### src/rtl/gs_ddram_bridge.sv
// gs_ddram_bridge: byte-wide General Sound sample RAM port onto the 64-bit
// DDR3 Avalon-style interface. A single 64-bit word is cached so that byte
// reads falling in the most recently fetched word skip the DDR3 round trip.
// Writes always go through to DDR3 and patch the cached word when it matches.
module gs_ddram_bridge #(
  parameter logic [3:0] BASE = 4'b0011
) (
  input  logic        DDRAM_CLK,
  input  logic        reset,
  input  logic [20:0] addr,
  input  logic [7:0]  din,
  output logic [7:0]  dout,
  input  logic        rd,
  input  logic        we,
  output logic        ready,
  input  logic        DDRAM_BUSY,
  output logic [7:0]  DDRAM_BURSTCNT,
  output logic [28:0] DDRAM_ADDR,
  input  logic [63:0] DDRAM_DOUT,
  input  logic        DDRAM_DOUT_READY,
  output logic        DDRAM_RD,
  output logic [63:0] DDRAM_DIN,
  output logic [7:0]  DDRAM_BE,
  output logic        DDRAM_WE
);

  typedef enum logic [2:0] {IDLE, HIT, RDCMD, RDWAIT, WRCMD} state_t;

  state_t      state;
  logic        rd_p0;
  logic        we_p0;
  logic [17:0] word_p1;
  logic [2:0]  lane_p1;
  logic [63:0] cache_data;
  logic [17:0] cache_tag;
  logic        cache_vld;

  logic        rd_edge;
  logic        we_edge;
  logic        hit;
  logic        wr_start;
  logic        rd_start;

  // Byte lane extraction, lane 0 is bits 7:0.
  function automatic logic [7:0] lane_sel(input logic [63:0] w, input logic [2:0] l);
    return w[{l, 3'b000} +: 8];
  endfunction

  assign rd_edge  = rd & ~rd_p0;
  assign we_edge  = we & ~we_p0;
  assign hit      = cache_vld && (cache_tag == addr[20:3]);
  // A write edge takes priority; a simultaneous read edge is dropped.
  assign wr_start = (state == IDLE) && we_edge;
  assign rd_start = (state == IDLE) && rd_edge && !we_edge;

  assign DDRAM_BURSTCNT = 8'd1;
  assign DDRAM_ADDR     = {BASE, 7'b0, word_p1};

  // Request lines keep tracking every cycle so edges during a transaction are lost, not queued.
  always_ff @(posedge DDRAM_CLK) begin
    rd_p0 <= rd;
    we_p0 <= we;
  end

  // Request latch, write data lanes and cache word/tag storage.
  always_ff @(posedge DDRAM_CLK) begin
    if (wr_start || rd_start) begin
      word_p1 <= addr[20:3];
      lane_p1 <= addr[2:0];
    end
    if (wr_start) begin
      DDRAM_DIN <= {8{din}};
      DDRAM_BE  <= 8'b1 << addr[2:0];
      if (hit)
        cache_data[{addr[2:0], 3'b000} +: 8] <= din;
    end
    if (state == RDWAIT && DDRAM_DOUT_READY) begin
      cache_data <= DDRAM_DOUT;
      cache_tag  <= word_p1;
    end
  end

  // Transaction FSM with registered handshake, strobe and read-data outputs.
  always_ff @(posedge DDRAM_CLK) begin
    if (reset) begin
      state     <= IDLE;
      ready     <= 1'b1;
      dout      <= 8'd0;
      DDRAM_RD  <= 1'b0;
      DDRAM_WE  <= 1'b0;
      cache_vld <= 1'b0;
    end else begin
      case (state)
        IDLE: begin
          if (wr_start) begin
            ready    <= 1'b0;
            DDRAM_WE <= 1'b1;
            state    <= WRCMD;
          end else if (rd_start) begin
            ready <= 1'b0;
            if (hit) begin
              state <= HIT;
            end else begin
              DDRAM_RD <= 1'b1;
              state    <= RDCMD;
            end
          end
        end
        HIT: begin
          dout  <= lane_sel(cache_data, lane_p1);
          ready <= 1'b1;
          state <= IDLE;
        end
        RDCMD: begin
          if (!DDRAM_BUSY) begin
            DDRAM_RD <= 1'b0;
            state    <= RDWAIT;
          end
        end
        RDWAIT: begin
          if (DDRAM_DOUT_READY) begin
            dout      <= lane_sel(DDRAM_DOUT, lane_p1);
            cache_vld <= 1'b1;
            ready     <= 1'b1;
            state     <= IDLE;
          end
        end
        WRCMD: begin
          if (!DDRAM_BUSY) begin
            DDRAM_WE <= 1'b0;
            ready    <= 1'b1;
            state    <= IDLE;
          end
        end
        default: state <= IDLE;
      endcase
    end
  end

endmodule

### config.mk
export PLATFORM = sky130hd
export DESIGN_NAME = gs_ddram_bridge
export DESIGN_NICKNAME = d
export VERILOG_FILES = /design/src/rtl/gs_ddram_bridge.sv
export SDC_FILE = /design/constraint.sdc
export NUM_CORES = 1
export LEC_CHECK = 0
export BUFFER_PORTS_ARGS = -buffer_cell sky130_fd_sc_hd__buf_4
export CAP_MARGIN = 20
export CORE_UTILIZATION = 25
export DETAILED_ROUTE_END_ITERATION = 10
export PLACE_DENSITY = 0.53
export RECOVER_POWER = 50
export SETUP_SLACK_MARGIN = 0.1
export SYNTH_ARGS = -nofsm -noshare
export SYNTH_HDL_FRONTEND = slang
export SYNTH_SLANG_ARGS = --single-unit
### constraint.sdc
create_clock -name DDRAM_CLK -period 5.1 [get_ports DDRAM_CLK]
set_input_delay 0.765 -clock DDRAM_CLK [delete_from_list [all_inputs] [get_ports DDRAM_CLK]]
set_output_delay 0.765 -clock DDRAM_CLK [all_outputs]
set_load 0.03 [all_outputs]
* Yosys cells after proc, flatten, opt, wreduce, memory -nomap -nowiden
Cells that the tools add are included.
** Storage, ports and cells
- Register bits :: 192
- Output and inout bits :: 120
- Logic and storage cells :: 83
** Operators by class
- $add $sub $neg :: 1
- Equal/unequal tests :: 13
- Shifts and indexed selects :: 5
- Mux-type cells :: 25
- Bitwise gates (word level) :: 4
- Reductions and logical operators :: 21
** Operators by type and width (number)
- two-way mux 64 bit :: 3
- variable part select 64 x 7 -> 8 bit :: 2
- bitwise mux 64 bit :: 1
- variable shift 8 x 8 -> 64 bit (first input constant) :: 1
- variable part select 8 x 8 -> 64 bit :: 1
- equality test 18 bit :: 1
- case mux 8 bit (2 select lines) :: 1
- two-way mux 3 bit :: 5
- inequality test 2 bit (second input constant) :: 7
- case mux 3 bit (4 select lines) :: 1
- nonzero test 2 bit :: 5
- two-way mux 1 bit :: 9
- two-way mux 8 bit :: 1
- negator 6 -> 8 bit :: 1
- AND reduction 4 bit :: 2
- left shift 1 x 3 -> 8 bit (first input constant) :: 1
- equality test 3 x 2 -> 1 bit (second input constant) :: 2
- AND reduction 2 bit :: 3
- logical AND 1 bit :: 5
- AND reduction 5 bit :: 1
- case mux 1 bit (2 select lines) :: 2
- case mux 1 bit (4 select lines) :: 1
- nonzero test 4 bit :: 1
- equality test 3 x 1 -> 1 bit (second input constant) :: 1
- other kinds (9) :: 11

* Depth between registers and ports, before layout
- Word-level depth :: 7
- Gate-level depth with buffers :: 9
- Gate-level depth less buffers :: 7

* Least setup slack after synthesis
Ideal clock, no wire load.
- Path type :: input to register
- From :: input port addr[0]
- To :: register cache_data[24] (enable)
- Setup time :: 0.384 ns
- Arrival time :: 2.784 ns
- Data required time :: 4.716 ns
- Setup slack :: 1.932 ns
- Stages on the path :: 9
- Cells stage by stage :: clkbuf_1 > inv_1 > ha_1 > ha_1 > nor2_1 > and3_1 > buf_1 > inv_1 > o21ai_0
** RTL lines
- from (decl) :: line 10 : input logic [20:0] addr,
- to (signal, indexed assignment) :: line 75 : cache_data[{addr[2:0], 3'b000} +: 8] <= din;
- to (decl) :: line 34 : logic [63:0] cache_data;

* Final worst setup path
- From :: register state[2]
- To :: register cache_data[4] (data pin)
** On the way
- Word-level cells in the longest chain between the ends :: 3
** Ends and longest elaborated chain
- from (decl) :: line 29 : state_t state;
- from (signal assigned) :: line 86 : state <= IDLE;
- from (signal assigned) :: line 98 : state <= WRCMD;
- from (signal assigned) :: line 102 : state <= HIT;
- equality test 3 x 2 -> 1 bit :: line 77 : if (state == RDWAIT && DDRAM_DOUT_READY) begin
- logical AND 1 bit :: line 77
- two-way mux 64 bit :: line 77
Every way passes these cells.
A chain may end at the register's enable or synchronous reset.

==> flow_metrics.py <==
metrics = {
    "global_routing": {
        "grt_max_degree": 53,
        "grtUsageTotal": 0.148,
        "grt_pass1_vias": 4777,
        "grt_pass1_wl_um": 30500,
        "overflow": 0,
        "antenna_found_initial": 0,
    },
    "worst_setup_path": {
        "cp_data_required_time_ps": 5390,
        "reg2reg_to": "cache_data[4]",
        "critPathMaxStageDelay_ps": 820,
        "worst-path-buf-inv": 1,
        "critPathArrivalTime_ps": 3660,
        "crit_family": "simple AND/OR/NAND/NOR gates",
        "crit_type": "reg2reg",
        "reg2regPathDepth": 5,
        "slowest_stage": "nor2_1",
        "timing.rr.start": "state[2]",
        "path_max_fanout": 52,
        "reg2reg_slack_ps": 1720,
        "crit_chain": "nand3b_4, or2_2, clkinv_2, nor2_1, a22o_1",
        "worst_setup_path_end_kind": "register",
        "cp_num_cells": 5,
        "setup.worst_path.start_class": "register",
    },
    "placement": {
        "place_ws_ps": 1600,
        "place_area_um2": 8450,
        "dp_cells": 1042,
        "dp_hpwl_um": 15800,
        "routabilityCongestion": 0.807,
        "port_buffers": 199,
    },
    "sta": {
        "slew_violations": 0,
        "period_needed_ps": 3380,
        "grt_setup_unrepaired": "no",
        "totalNegativeSetupSlack_ps": 0,
        "fmax_mhz": 296,
        "skew_ps": 10.4,
        "hold_viol": 0,
        "slew_headroom": 0.118,
        "tightest_slew_ps": 1320,
        "hold_slack_ps": 451,
        "setup_slack_ps": 1720,
        "fin_crit_sh": 0.662,
        "setup_viol": 0,
    },
    "logic_synthesis": {
        "synth-xor-area-share": 0.0224,
        "synth_compound_area_frac": 0.114,
        "synthAdderAreaFrac": 0.00890,
        "synthMuxAreaShare": 0.103,
        "yosys.area_share.simple": 0.0854,
        "synth_edf_count": 119,
        "avgSynthCellArea_um2": 13.0,
        "synthCells": 539,
        "synth_top_family_by_area": "compound AO/OA/AOI/OAI gates",
        "netlist_top_cells_area": "edfxtp_1, mux4_2, buf_4, a22o_1, dfxtp_1",
        "synth-async-reset-ratio": 0,
        "synth_top_area_share": 0.508,
        "yosysSeqAreaShare": 0.557,
        "ys_ff_latch": 136,
        "synth.distinct_cells": 39,
        "yosys-top-cells-count": "edfxtp_1, buf_4, nand2_1",
        "synth.most_common_cell": "edfxtp_1",
        "ys.flop_type": "edfxtp_1",
        "synth_area_um2": 7030,
        "synth-warning-count": 0,
        "yosysTopAreaCell": "edfxtp_1",
    },
    "clocking": {
        "cts_hold_buf": 0,
        "htreeDepth": 4,
        "clk_pin_slew_worst_paths_ps": 60,
        "cts_buffers": 17,
        "cts_tree": "built",
        "cts_setup_buffers": 0,
        "cts_resized": 0,
        "clock_latency_ps": 420,
        "clock-sinks": 136,
        "root_buffer": "clkbuf_16",
        "clk_path_buf_depth": 2,
    },
    "pwr": {
        "swShare": 0.332,
        "p_total_mw": 3.70,
        "pwr-share-comb": 0.270,
        "ir_drop_mv": 0.192,
        "power.density_nw_per_um2": 430,
        "p_sw_mw": 1.23,
        "intPower_mw": 2.47,
        "power_frac_seq": 0.397,
        "cellLeakagePower_nw": 3.08,
        "clkPwrFrac": 0.333,
    },
    "routing": {
        "firstDrtPassIters": 5,
        "vias": 4999,
        "wire_per_inst_um": 19.8,
        "viasPerCell": 4.64,
        "postRouteAntennaNets": 0,
        "totalWireLength_um": 21300,
        "drtIter0Drc": 420,
        "drc": 0,
    },
    "layout": {
        "antenna_cells": 0,
        "fin_area_um2": 8610,
        "final_nets": 790,
        "syn_to_final_growth_pct": 22.5,
        "utilization": 0.311,
        "drive_above_1_share": 0.233,
        "fill_cells": 2872,
        "stdcell_count": 1077,
    },
    "floorplan": {
        "start_util": 0.254,
        "core_area_um2": 27700,
        "rows": 61,
        "pin_count": 219,
        "die_x_um": 170,
        "dieArea_um2": 28800,
        "die_h_um": 170,
    },
    "hold_path": {
        "worstHoldStart": "word_p1[3]",
        "min_path_type": "reg2reg",
        "min_path_cells": 0,
        "holdPathEnd": "cache_tag[3]",
    },
    "run": {
        "maxCapViolations": 0,
    },
    "outcome": {
        "outcome": "complete, no violations",
    },
}
area by class of cell:
cell class / instances / area, um2 / area share
Timing Repair Buffer: 214 / 1200 / 0.139
Clock buffer: 23 / 448 / 0.0520
Clock inverter: 9 / 125 / 0.0145
Multi-Input combinational cell: 307 / 2420 / 0.281
Sequential cell: 136 / 3910 / 0.454
Tap cell: 378 / 473 / 0.0549
Inverter: 10 / 38.8 / 0.00450
worst max path at each step:
stage          startpoint             end  slack (ps)
2_1_floorplan     addr[0]  cache_data[24]        1930
3_3_place_gp      addr[0]  cache_data[42]        1630
3_5_place_dp      addr[0]  cache_data[10]        1600
4_1_cts          state[2]   cache_data[6]        1740
5_1_grt          state[2]  cache_data[49]        1500
6_report         state[2]   cache_data[4]        1720
per-layer routing:
layer  wire (um)  vias up  track usage
met5           0        -            0
met4         397        0       0.0638
met3        1830       19       0.0401
met2        9880      265        0.228
met1        9210     2467        0.194
li1            -     2248            -
placed cells by master (no fill, tap or decap), types with 4 or more instances in the layout:
master / instances
a21oi_1: 5
a22o_1: 40
a22oi_1: 16
and2_1: 4
buf_4: 94
clkbuf_1: 118
clkbuf_16: 17
clkinv_2: 4
conb_1: 19
dfxtp_1: 17
edfxtp_1: 119
ha_1: 5
inv_1: 9
mux4_2: 32
nand2_1: 62
nand3_1: 12
nand4_1: 6
nor2_1: 19
nor2b_1: 8
nor3_1: 4
o21ai_0: 10
o31ai_1: 26
xnor2_1: 18
state kept, by name, indices dropped and copies added (netlist names), 3 cells and up:
signal,count
cache_data,64
cache_tag,18
word_p1,18
DDRAM_BE,8
DDRAM_DIN,8
dout,8
lane_p1,3
state,3
power groups by stage:
stage	clock network [mW]	logic (mW)	registers (mW)
detailed placement	0	1.10	1.49
floorplan	0	0.665	1.58
finish	1.23	1.00	1.47
CTS	1.26	1.10	1.47
global placement	0	1.08	1.50
global route	1.30	1.07	1.48
kinds of logic after synthesis:
group,count (synthesis)
flops,136
simple gates,128
buf+inv,113
compound gates,105
mux,32
xor+xnor,18
fa+ha+maj,5
other cells,2
(Power assumes the default switching activity.)
